$ cat src/rtl/seg_scan_driver.sv
// Four-digit time-multiplexed seven-segment driver. One digit is selected
// per scan tick. The digits are captured once per frame, so all four digits
// of a frame come from the same sample. Per-digit blink and leading-zero
// blanking are applied here, so upstream logic only has to supply masks.
module seg_scan_driver #(
  parameter int BLINK_DIV  = 250,
  parameter bit ACTIVE_LOW = 1'b1
) (
  input  logic        clk,
  input  logic        rst_n,
  input  logic        tick,
  input  logic [15:0] digits,
  input  logic [3:0]  blink_mask,
  input  logic [3:0]  dp_mask,
  input  logic        blank_lead,
  output logic [3:0]  an,
  output logic [6:0]  seg,
  output logic        dp
);

  localparam int             CW      = (BLINK_DIV > 1) ? $clog2(BLINK_DIV) : 1;
  localparam logic [CW-1:0]  CNT_MAX = CW'(BLINK_DIV - 1);

  logic [1:0]    scan_idx, idx_nxt;
  logic [CW-1:0] blink_cnt, cnt_nxt;
  logic          blink_phase, phase_nxt;
  logic [15:0]   shadow, shadow_nxt;
  logic          cnt_wrap, lz, blank;
  logic [3:0]    digit_sel;
  logic [3:0]    an_act;
  logic [6:0]    seg_act;
  logic          dp_act;

  // BCD to segments, active-high, bit order g..a; 10..15 show a dash.
  function automatic logic [6:0] decode(input logic [3:0] d);
    case (d)
      4'd0:    decode = 7'b0111111;
      4'd1:    decode = 7'b0000110;
      4'd2:    decode = 7'b1011011;
      4'd3:    decode = 7'b1001111;
      4'd4:    decode = 7'b1100110;
      4'd5:    decode = 7'b1101101;
      4'd6:    decode = 7'b1111101;
      4'd7:    decode = 7'b0000111;
      4'd8:    decode = 7'b1111111;
      4'd9:    decode = 7'b1101111;
      default: decode = 7'b1000000;
    endcase
  endfunction

  // Next-tick state. The pins are computed from the post-tick index, shadow,
  // and blink phase, so a freshly captured frame shows on its first digit.
  always_comb begin
    idx_nxt    = scan_idx + 2'd1;
    shadow_nxt = (scan_idx == 2'd3) ? digits : shadow;
    cnt_wrap   = (blink_cnt == CNT_MAX);
    cnt_nxt    = cnt_wrap ? '0 : blink_cnt + CW'(1);
    phase_nxt  = blink_phase ^ cnt_wrap;
    digit_sel  = shadow_nxt[{idx_nxt, 2'b00} +: 4];

    // Only the two leftmost digits are candidates for zero suppression;
    // digit 2 goes dark only when digit 3 is also zero.
    case (idx_nxt)
      2'd3:    lz = blank_lead && (shadow_nxt[15:12] == 4'h0);
      2'd2:    lz = blank_lead && (shadow_nxt[15:8] == 8'h00);
      default: lz = 1'b0;
    endcase

    blank   = lz | (phase_nxt & blink_mask[idx_nxt]);
    an_act  = blank ? 4'b0000 : (4'b0001 << idx_nxt);
    seg_act = blank ? 7'b0000000 : decode(digit_sel);
    dp_act  = dp_mask[idx_nxt] & ~blank;
  end

  // Scan, capture, blink, and output registers; all advance only on tick.
  always_ff @(posedge clk or negedge rst_n) begin
    if (!rst_n) begin
      scan_idx    <= 2'd0;
      blink_cnt   <= '0;
      blink_phase <= 1'b0;
      shadow      <= 16'h0000;
      an          <= {4{ACTIVE_LOW}};
      seg         <= {7{ACTIVE_LOW}};
      dp          <= ACTIVE_LOW;
    end else if (tick) begin
      scan_idx    <= idx_nxt;
      blink_cnt   <= cnt_nxt;
      blink_phase <= phase_nxt;
      shadow      <= shadow_nxt;
      an          <= an_act  ^ {4{ACTIVE_LOW}};
      seg         <= seg_act ^ {7{ACTIVE_LOW}};
      dp          <= dp_act  ^ ACTIVE_LOW;
    end
  end

endmodule

$ cat config.mk
export PLATFORM = sky130hd
export DESIGN_NAME = seg_scan_driver
export DESIGN_NICKNAME = d
export VERILOG_FILES = /design/src/rtl/seg_scan_driver.sv
export SDC_FILE = /design/constraint.sdc
export NUM_CORES = 1
export LEC_CHECK = 0
export CAP_MARGIN = 20
export CELL_PAD_IN_SITES_DETAIL_PLACEMENT = 2
export CELL_PAD_IN_SITES_GLOBAL_PLACEMENT = 2
export CORE_UTILIZATION = 37
export DETAILED_ROUTE_END_ITERATION = 16
export GPL_ROUTABILITY_DRIVEN = 0
export HOLD_SLACK_MARGIN = 0.1
export PLACE_DENSITY = 0.95
export SLEW_MARGIN = 10
export SYNTH_ARGS = -nofsm -noshare
export SYNTH_HDL_FRONTEND = slang
export SYNTH_SLANG_ARGS = --single-unit
export TNS_END_PERCENT = 1
$ cat constraint.sdc
create_clock -name clk -period 4.3 [get_ports clk]
set_clock_uncertainty 0.05 [all_clocks]
set_input_delay 1.29 -clock clk [delete_from_list [all_inputs] [get_ports clk]]
set_output_delay 1.29 -clock clk [all_outputs]
set_load 0.05 [all_outputs]
**After elaboration in Yosys (flattened, before gate mapping)**

Memories as Yosys holds them, arrays and structs flattened.
Cells that the tools add are included.

- Flip-flop bits (word level): 39
- Logic and storage cells: 38
- Memories kept: 1
- Bits in read-only memories: 112

- Order comparisons: 1
- Add/subtract/negate cells: 2
- Muxes and demuxes: 9
- Bitwise operators: 8
- Shift operators: 2
- Reductions and logical operators: 4
- Eq/ne operators: 4

Memories:

| name | depth | bits a word | read ports | clocked after Yosys merged registers in | wr ports | RTL line | source |
|---|---|---|---|---|---|---|---|
| (no name shown) | 16 | 7 | 1 | 0 | 0 | 36 | `case (d)` |

Operator list:

| cell | number |
|---|---|
| 16-bit 2-to-1 mux | 1 |
| 16-bit by 5-bit indexed part select with 4-bit output | 1 |
| 8-bit by 1-bit adder with 8-bit output, second input constant | 1 |
| 8-bit == test, second input constant | 1 |
| 8-bit logical NOT | 1 |
| 8-bit 2-to-1 mux | 1 |
| 7-bit 2-to-1 mux | 1 |
| 7-bit NOT | 1 |
| 2-bit == test, second input constant | 3 |
| 1-bit binary-select mux with 2-bit select | 2 |
| 4-bit logical NOT | 1 |
| 4-bit 2-to-1 mux | 1 |
| 4-bit NOT | 1 |
| 1-bit by 2-bit left shift with 4-bit output, first input constant | 1 |
| 2-bit by 3-bit < comparator with 1-bit output, second input constant | 1 |
| 2-bit by 1-bit adder with 2-bit output, second input constant | 1 |
| 1-bit AND | 2 |
| 1-bit logical AND | 2 |
| 1-bit 2-to-1 mux | 2 |
| 1-bit NOT | 2 |
| 1-bit one-hot mux with 2 select lines | 1 |
| 1-bit bitwise OR | 1 |
| 1-bit bitwise XOR | 1 |

**Logic depth before layout (Yosys ltp)**

Gate-level depths: netlist of run 1.

- Depth in word-level cells: 9
- Depth in mapped cells: 12
- Mapped depth without buffers: 10

**Worst setup path after synthesis of run 1**

No wires, ideal clock.

- Path type: input-to-reg
- Start: in digits[1]
- End: reg seg[0]
- Data required time: 4.170 ns
- Library setup time: 0.080 ns
- Data arrival time: 2.642 ns
- Slack: 1.528 ns
- Stages: 5
- Path buffers: 0
- Cell sequence: mux4_1 > mux2i_4 > nand2_2 > a221o_2 > o22a_1

- Longest elaborated chain between the ends: 5

Ends and longest elaborated chain:

| what | RTL line | source |
|---|---|---|
| start, declared | 12 | `input logic [15:0] digits,` |
| 16-bit 2-to-1 mux | 55 | `shadow_nxt = (scan_idx == 2'd3) ? digits : shadow;` |
| 16-bit by 5-bit indexed part select with 4-bit output | 59 | `digit_sel = shadow_nxt[{idx_nxt, 2'b00} +: 4];` |
| memory 16 x 7 bit | - |  |
| 7-bit 2-to-1 mux | 71 | `seg_act = blank ? 7'b0000000 : decode(digit_sel);` |
| 7-bit NOT (no source line) | - |  |
| end signal, assigned | 83 | `seg <= {7{ACTIVE_LOW}};` |
| end signal, assigned | 91 | `seg <= seg_act ^ {7{ACTIVE_LOW}};` |
| end, declared | 17 | `output logic [6:0] seg,` |

Every way passes these cells.
A chain may end at the register's enable or synchronous reset.

**Final worst setup path of run 1**

- Start: reg scan_idx[0]
- End: reg seg[3]

- Elaborated cells on any way between the ends: 18

RTL lines:

| what | RTL line | source |
|---|---|---|
| start, declared | 24 | `logic [1:0] scan_idx, idx_nxt;` |
| start signal, assigned | 86 | `scan_idx <= idx_nxt;` |
| 2-bit by 1-bit adder with 2-bit output (*) | 54 | `idx_nxt = scan_idx + 2'd1;` |
| via idx_nxt[0] | 24 |  |
| branches (longest 4 deep; another with memory 16 x 7 bit) | - |  |
| 7-bit 2-to-1 mux (*) | 71 |  |
| 7-bit NOT (no source line) (*) | - |  |

Mark *: on every way through the listed nets, which the timed path passes. The select of a mux whose other input is x is not followed.

==> impl_metrics.csv, run 1 <==
group,metric,value,unit
layout,num_antenna_cells,0,
timing,tns,0,ns
clocking,clockBufferDepth,2,
power_and_ir_drop,switching_share,45.8,%
layout,syn2layout_area_growth,24.8,%
floorplan,core,0.00557,mm2
clocking,cts_setup_buffers,0,
status,status,"finished clean",
placed_design,dp_hpwl,4.62,mm
floorplan,ioPinCount,40,
layout,nNetsFinal,264,
placed_design,io_buffers,39,
power_and_ir_drop,clkPwrFrac,10.5,%
synth,async_flop_share,100,%
clocking,hold_buffers,0,
synth,yosysSeqAreaShare,45.5,%
setup_path,crit_type,"register to register",
timing,slew-limit-headroom,41.0,%
setup_path,worstSetupEndpointType,"register",
floorplan,row_count,27,
setup_path,ff2ff_setup_slack,0.81,ns
placed_design,dpl_worst_slack,0.784,ns
power_and_ir_drop,leakage,1.13,nW
power_and_ir_drop,ir_drop,0.000326,V
route,ant_nets,0,
clocking,cts_tree,"built",
synth,yosys_register_bits,39,
timing,tightest_slew,0.886,ns
timing,final.setup.worst_slack,0.813,ns
floorplan,die_h,78.7,um
setup_path,slowest_delay,0.81,ns
min_path,hp-class,"register to register",
synth,yosysWarningCount,0,
power_and_ir_drop,p_seq_share,30.3,%
min_path,worstHoldStart,"an[2]",
clocking,cts_max_level,2,
route,drt-total-wl,6.32,mm
global_route,grt_pass1_wl,10.4,mm
power_and_ir_drop,p_sw,1.11,mW
synth,syn_area_per_cell,11.9,um2
power_and_ir_drop,powerDensity,891,mW/mm2
synth,netlist_instances,183,
floorplan,initial_core_util,39.0,%
synth,synth-main-ff-cell,"dfrtp_1",
synth,yosysTopAreaCell,"dfrtp_1",
floorplan,die_w,78.7,um
floorplan,die_area,0.00619,mm2
clocking,cts-buffers-inserted,5,
timing,rsz0062_at_grt,"no",
clocking,path_clk_slew,0.08,ns
setup_path,slowest_stage,"dfrtp_1",
global_route,grtUsageTotal,22.9,%
setup_path,critPathMaxFanout,13,
route,drt_iter0_markers,35,
timing,hold_violations,0,
synth,synth_area,0.00218,mm2
timing,period_minus_slack,3.49,ns
global_route,grt_pass1_vias,1967,
synth,synth-edff-count,0,
timing,fin_crit_sh,81.1,%
min_path,min_to,"an[2]",
global_route,antenna_found_initial,0,
setup_path,cp_cell_sequence,"inv_1 -> ha_1 -> mux4_1 -> mux2i_4 -> ha_1 -> inv_1 -> nand2_1 -> a21oi_1 -> o22a_1",
setup_path,r2r_end,"seg[3]",
synth,syn_nets,223,
setup_path,r2r-start,"scan_idx[0]",
timing,slew_viol_final,0,
power_and_ir_drop,internal-power,1.31,mW
setup_path,reg2reg_depth,9,
synth,synth_commonest_cells,"dfrtp_1 (27), nand2_1 (21), mux2_2 (17), a21oi_1 (14)",
route,vias,1669,
timing,setup_viol,0,
min_path,whs_path_depth,2,
setup_path,start_kind,"register",
setup_path,worstPathArrival,3.68,ns
layout,drive_above_1_share,23.1,%
clocking,cts.sinks,39,
route,routedWlPerCell,21.3,um
synth,synthDistinctLibCells,37,
route,via_per_inst,5.62,
timing,fmax,0.287,GHz
clocking,cts.repair.resized,0,
route,drtPass1Iterations,4,
synth,yosysTopAreaCellShare,31.1,%
synth,synth_most_common_cell,"dfrtp_1",
route,drc,0,
global_route,gr-total-overflow,0,
setup_path,crit_required,4.49,ns
clocking,root_buffer,"clkbuf_8",
synth,synth_area_leaders,"dfrtp_1 (31%), dfstp_2 (14%), mux2_2 (8.8%), mux4_2 (7.2%), ha_1 (6.9%)",
run,cap_violations,0,
global_route,grt_max_degree,40,
clocking,clock_latency,0.30,ns
power_and_ir_drop,p_comb_share,59.2,%
metal layers:
metal / track usage (%) / share of wire, % / wire length, um
met1: 26.2 / 41 / 2560
met2: 41.0 / 54 / 3390
met3: 2.79 / 2.4 / 151
met4: 12.4 / 3.3 / 211
met5: 0 / 0 / 0
logic make-up after synthesis:
logic type,after synthesis,share of synthesized area (%)
adders and majority gates,12,6.90
xor gates and xnor gates,6,2.42
DFF,39,45.5
buffers and inverters,14,2.93
AOI/OAI and AO/OA,31,8.97
muxes,30,22.2
and+or+nand+nor,51,11.0
how the worst max path moves through the flow:
| stage | start | end | slack, ns | cells past startpoint |
|---|---|---|---|---|
| floorplan | digits[1] | seg[0] | 1.53 | 5 |
| global placement | tick | shadow[0] | 0.94 | 3 |
| detailed placement | scan_idx[0] | seg[3] | 0.78 | 9 |
| CTS | scan_idx[0] | seg[3] | 0.79 | 9 |
| global route | scan_idx[0] | seg[3] | 0.62 | 9 |
| finish | scan_idx[0] | seg[3] | 0.81 | 9 |
final cells by class:
class	instances	area, um2
Fill cell	573	2860
Multi-Input combinational cell	130	1120
Clock inverter	3	18.8
Inverter	7	26.3
Timing Repair Buffer	41	400
Sequential cell	39	991
Tap cell	72	90.1
Clock buffer	5	68.8
power groups by stage:
stage	registers, mW	clock network (mW)	logic [mW]
4_1_cts	0.734	0.266	1.45
3_3_place_gp	0.717	0	1.34
5_1_grt	0.755	0.279	1.55
3_5_place_dp	0.738	0	1.44
2_1_floorplan	0.876	0	0.861
6_report	0.733	0.253	1.43
state kept, by name, summed over array words and instances, names as in the netlist:
register,count
shadow,16
an,4
blink_cnt,8
seg,7
scan_idx,2
dp,1
blink_phase,1
critical path, delay by kind of cell (launching register included):
kind | cells | cell delay, ns
compound gates | 2 | 0.33
fa+ha+maj | 2 | 1.04
buf+inv | 2 | 0.38
flops | 1 | 0.81
mux | 2 | 0.73
simple gates | 1 | 0.06
layout by cell type, fill, tap and decap left out, drive strengths merged, types with 2 or more instances in the layout:
cell type	count
nor4	2
a21oi	14
xor2	3
dfrtp	27
dfstp	12
clkdlybuf4s50	38
mux4	10
nand4	3
clkbuf	5
o22a	5
mux2	17
nor2	12
inv	8
nand2b	2
nor3	4
and3	2
buf	3
nand2	22
xnor2	3
mux2i	3
ha	12
o21ai	6
per-stage QoR:
stage | hold WS (ns) | power [mW] | utilization [%] | instances | area, um2
3_5_place_dp | 0.440 | 2.17 | 47.2 | 289 | 2630
5_1_grt | 0.479 | 2.59 | 48.7 | 297 | 2720
3_3_place_gp | 0.428 | 2.05 | 47.2 | 289 | 2630
4_1_cts | 0.459 | 2.45 | 48.7 | 297 | 2720
6_report | 0.455 | 2.42 | 48.7 | 297 | 2720
2_1_floorplan | 0.407 | 1.74 | - | 183 | 2180
(Power assumes the default switching activity.)
==> inputs of run 2 (changes only) <==
Settings changed: CORE_UTILIZATION 37 to 31, PLACE_DENSITY 0.95 to 0.88.
Clock period 4.3 ns to 2.9 ns, I/O delays scaled along.
==> run 2 against run 1 <==
Cell count rose by 11%. Via count fell by 2.1%. Non-clock buffer count rose by 8. Setup slack got worse by 0.68 ns. First-iteration DRC count rose by 74%. Clock-buffer cell count rose by 1. Clock power rose by 110%. Utilization fell by 6.8 points. Critical path depth fell by 1. Sequential power rose by 43%.
==> impl_metrics.csv, run 2 (synthesized netlist as in run 1, its figures left out) <==
group,metric,value,unit
power_and_ir_drop,p_seq_share,27.5,%
clocking,clock_latency,0.29,ns
setup_path,cp_num_buf_inv,2,
min_path,hp-class,"register to register",
power_and_ir_drop,clkPwrFrac,14.2,%
layout,drive_above_1_share,25.3,%
route,via_per_inst,4.97,
placed_design,dp_hpwl,4.59,mm
clocking,cts.repair.resized,0,
setup_path,reg2reg_depth,9,
power_and_ir_drop,p_sw,1.61,mW
clocking,cts_max_level,2,
timing,fin_crit_sh,95.3,%
global_route,grt_pass1_vias,1924,
clocking,hold_buffers,0,
status,status,"finished clean",
floorplan,die_w,85.8,um
power_and_ir_drop,p_comb_share,58.2,%
layout,regMostFlops,"shadow",
min_path,worstHoldStart,"an[3]",
setup_path,path_depth,8,
route,drt_iter0_markers,61,
power_and_ir_drop,powerDensity,1330,mW/mm2
floorplan,core,0.00679,mm2
layout,layoutNonFillerInstCount,329,
power_and_ir_drop,switching_share,42.4,%
layout,largest_reg_flops,16,
setup_path,crit_required,3.07,ns
layout,nNetsFinal,272,
route,routedWlPerCell,18.3,um
setup_path,worstSetupEndpointType,"register",
floorplan,row_count,30,
global_route,antenna_found_initial,0,
setup_path,critPathTopFamily,"multiplexers",
layout,layout_common_cells,"clkdlybuf4s50_1 (38), dfrtp_1 (27), nand2_1 (21), mux2_2 (17), a21oi_1 (14)",
setup_path,critPathMaxFanout,5,
setup_path,r2r-start,"scan_idx[0]",
timing,period_minus_slack,2.76,ns
floorplan,initial_core_util,32.0,%
route,drt-total-wl,6.03,mm
layout,post-route-util,42.0,%
setup_path,start_kind,"primary input",
floorplan,die_area,0.00736,mm2
global_route,gr-total-overflow,0,
setup_path,worstSetupStartpoint,"digits[13]",
clocking,cts_setup_buffers,0,
layout,num_antenna_cells,0,
timing,slew_viol_final,0,
setup_path,ff2ff_setup_slack,0.25,ns
global_route,grtUsageTotal,18.2,%
power_and_ir_drop,internal-power,2.19,mW
layout,reg_top3,"shadow x16, blink_cnt x8, seg x7",
route,drtPass1Iterations,2,
placed_design,postPlaceCellArea,0.00272,mm2
setup_path,r2r_end,"seg[5]",
clocking,cts.sinks,39,
setup_path,crit_type,"primary input to register",
timing,rsz0062_at_grt,"no",
setup_path,worstPathArrival,2.93,ns
timing,slew-limit-headroom,38.1,%
run,cap_violations,0,
setup_path,cp_cell_sequence,"clkdlybuf4s50_1 -> mux4_1 -> mux2i_4 -> inv_1 -> ha_1 -> nor2_1 -> nor3b_1 -> o22a_1",
clocking,root_buffer,"clkbuf_8",
route,drc,0,
global_route,grt_pass1_wl,10.1,mm
clocking,path_clk_slew,0.08,ns
clocking,cts-buffers-inserted,5,
timing,tightest_slew,0.928,ns
timing,setup_viol,0,
setup_path,slowest_stage,"mux4_1",
power_and_ir_drop,leakage,1.19,nW
route,vias,1634,
layout,final_common_cell,"clkdlybuf4s50_1",
floorplan,ioPinCount,40,
timing,fmax,0.362,GHz
timing,hold_violations,0,
layout,syn2layout_area_growth,31.1,%
floorplan,die_h,85.8,um
setup_path,endpoint,"seg[5]",
power_and_ir_drop,ir_drop,0.000377,V
layout,design_area,0.00285,mm2
clocking,cts_tree,"built",
setup_path,slowest_delay,0.58,ns
route,ant_nets,0,
global_route,grt_max_degree,40,
clocking,clockBufferDepth,2,
placed_design,io_buffers,39,
placed_design,placed_cells,321,
## run 2: worst min-delay path by stage
stage / endpoint / depth (start not counted)
final: an[3] / 2
after global routing: an[3] / 2
after CTS: blink_cnt[6] / 1
after detailed placement: an[3] / 2
after global placement: blink_phase / 1
after floorplan: blink_cnt[6] / 1
## run 2: final cells by class
cell class                      instances  area [um2]
Fill cell                             696        3940
Multi-Input combinational cell        130        1120
Sequential cell                        39         991
Timing Repair Buffer                   49         460
Tap cell                               96         120
Clock buffer                            6        72.6
Clock inverter                          2        60.1
Inverter                                7        26.3
## run 2: power by group through the flow
stage	sequential [mW]	combinational (mW)	clock (mW)
after floorplan	1.30	1.28	0
after global placement	1.03	2.08	0
after detailed placement	1.06	2.23	0
after CTS	1.05	2.25	0.557
after global routing	1.08	2.41	0.577
final	1.05	2.21	0.541
## run 2: per-stage QoR
stage / setup WS [ns] / hold slack [ns] / total power [mW] / TNS, ns
floorplan: 0.316 / 0.407 / 2.58 / 0
global placement: 0.0123 / 0.427 / 3.11 / 0
detailed placement: -0.160 / 0.439 / 3.29 / -0.960
CTS: 0.148 / 0.452 / 3.86 / 0
global route: 0.0552 / 0.471 / 4.06 / 0
finish: 0.137 / 0.447 / 3.80 / 0
## run 2: worst min-delay path: cells and delay by family (launching register included)
family | cells | cell delay (ns)
AOI/OAI and AO/OA | 1 | 0.05
DFF | 1 | 0.37
and+or+nand+nor | 1 | 0.08
## run 2: per-layer routing
metal	share of wire, %	vias up	global-route usage (%)
met4	1.7	0	5.91
li1	-	757	-
met1	45	833	22.7
met2	51	33	31.7
met3	2.4	11	3.46
met5	0	-	0
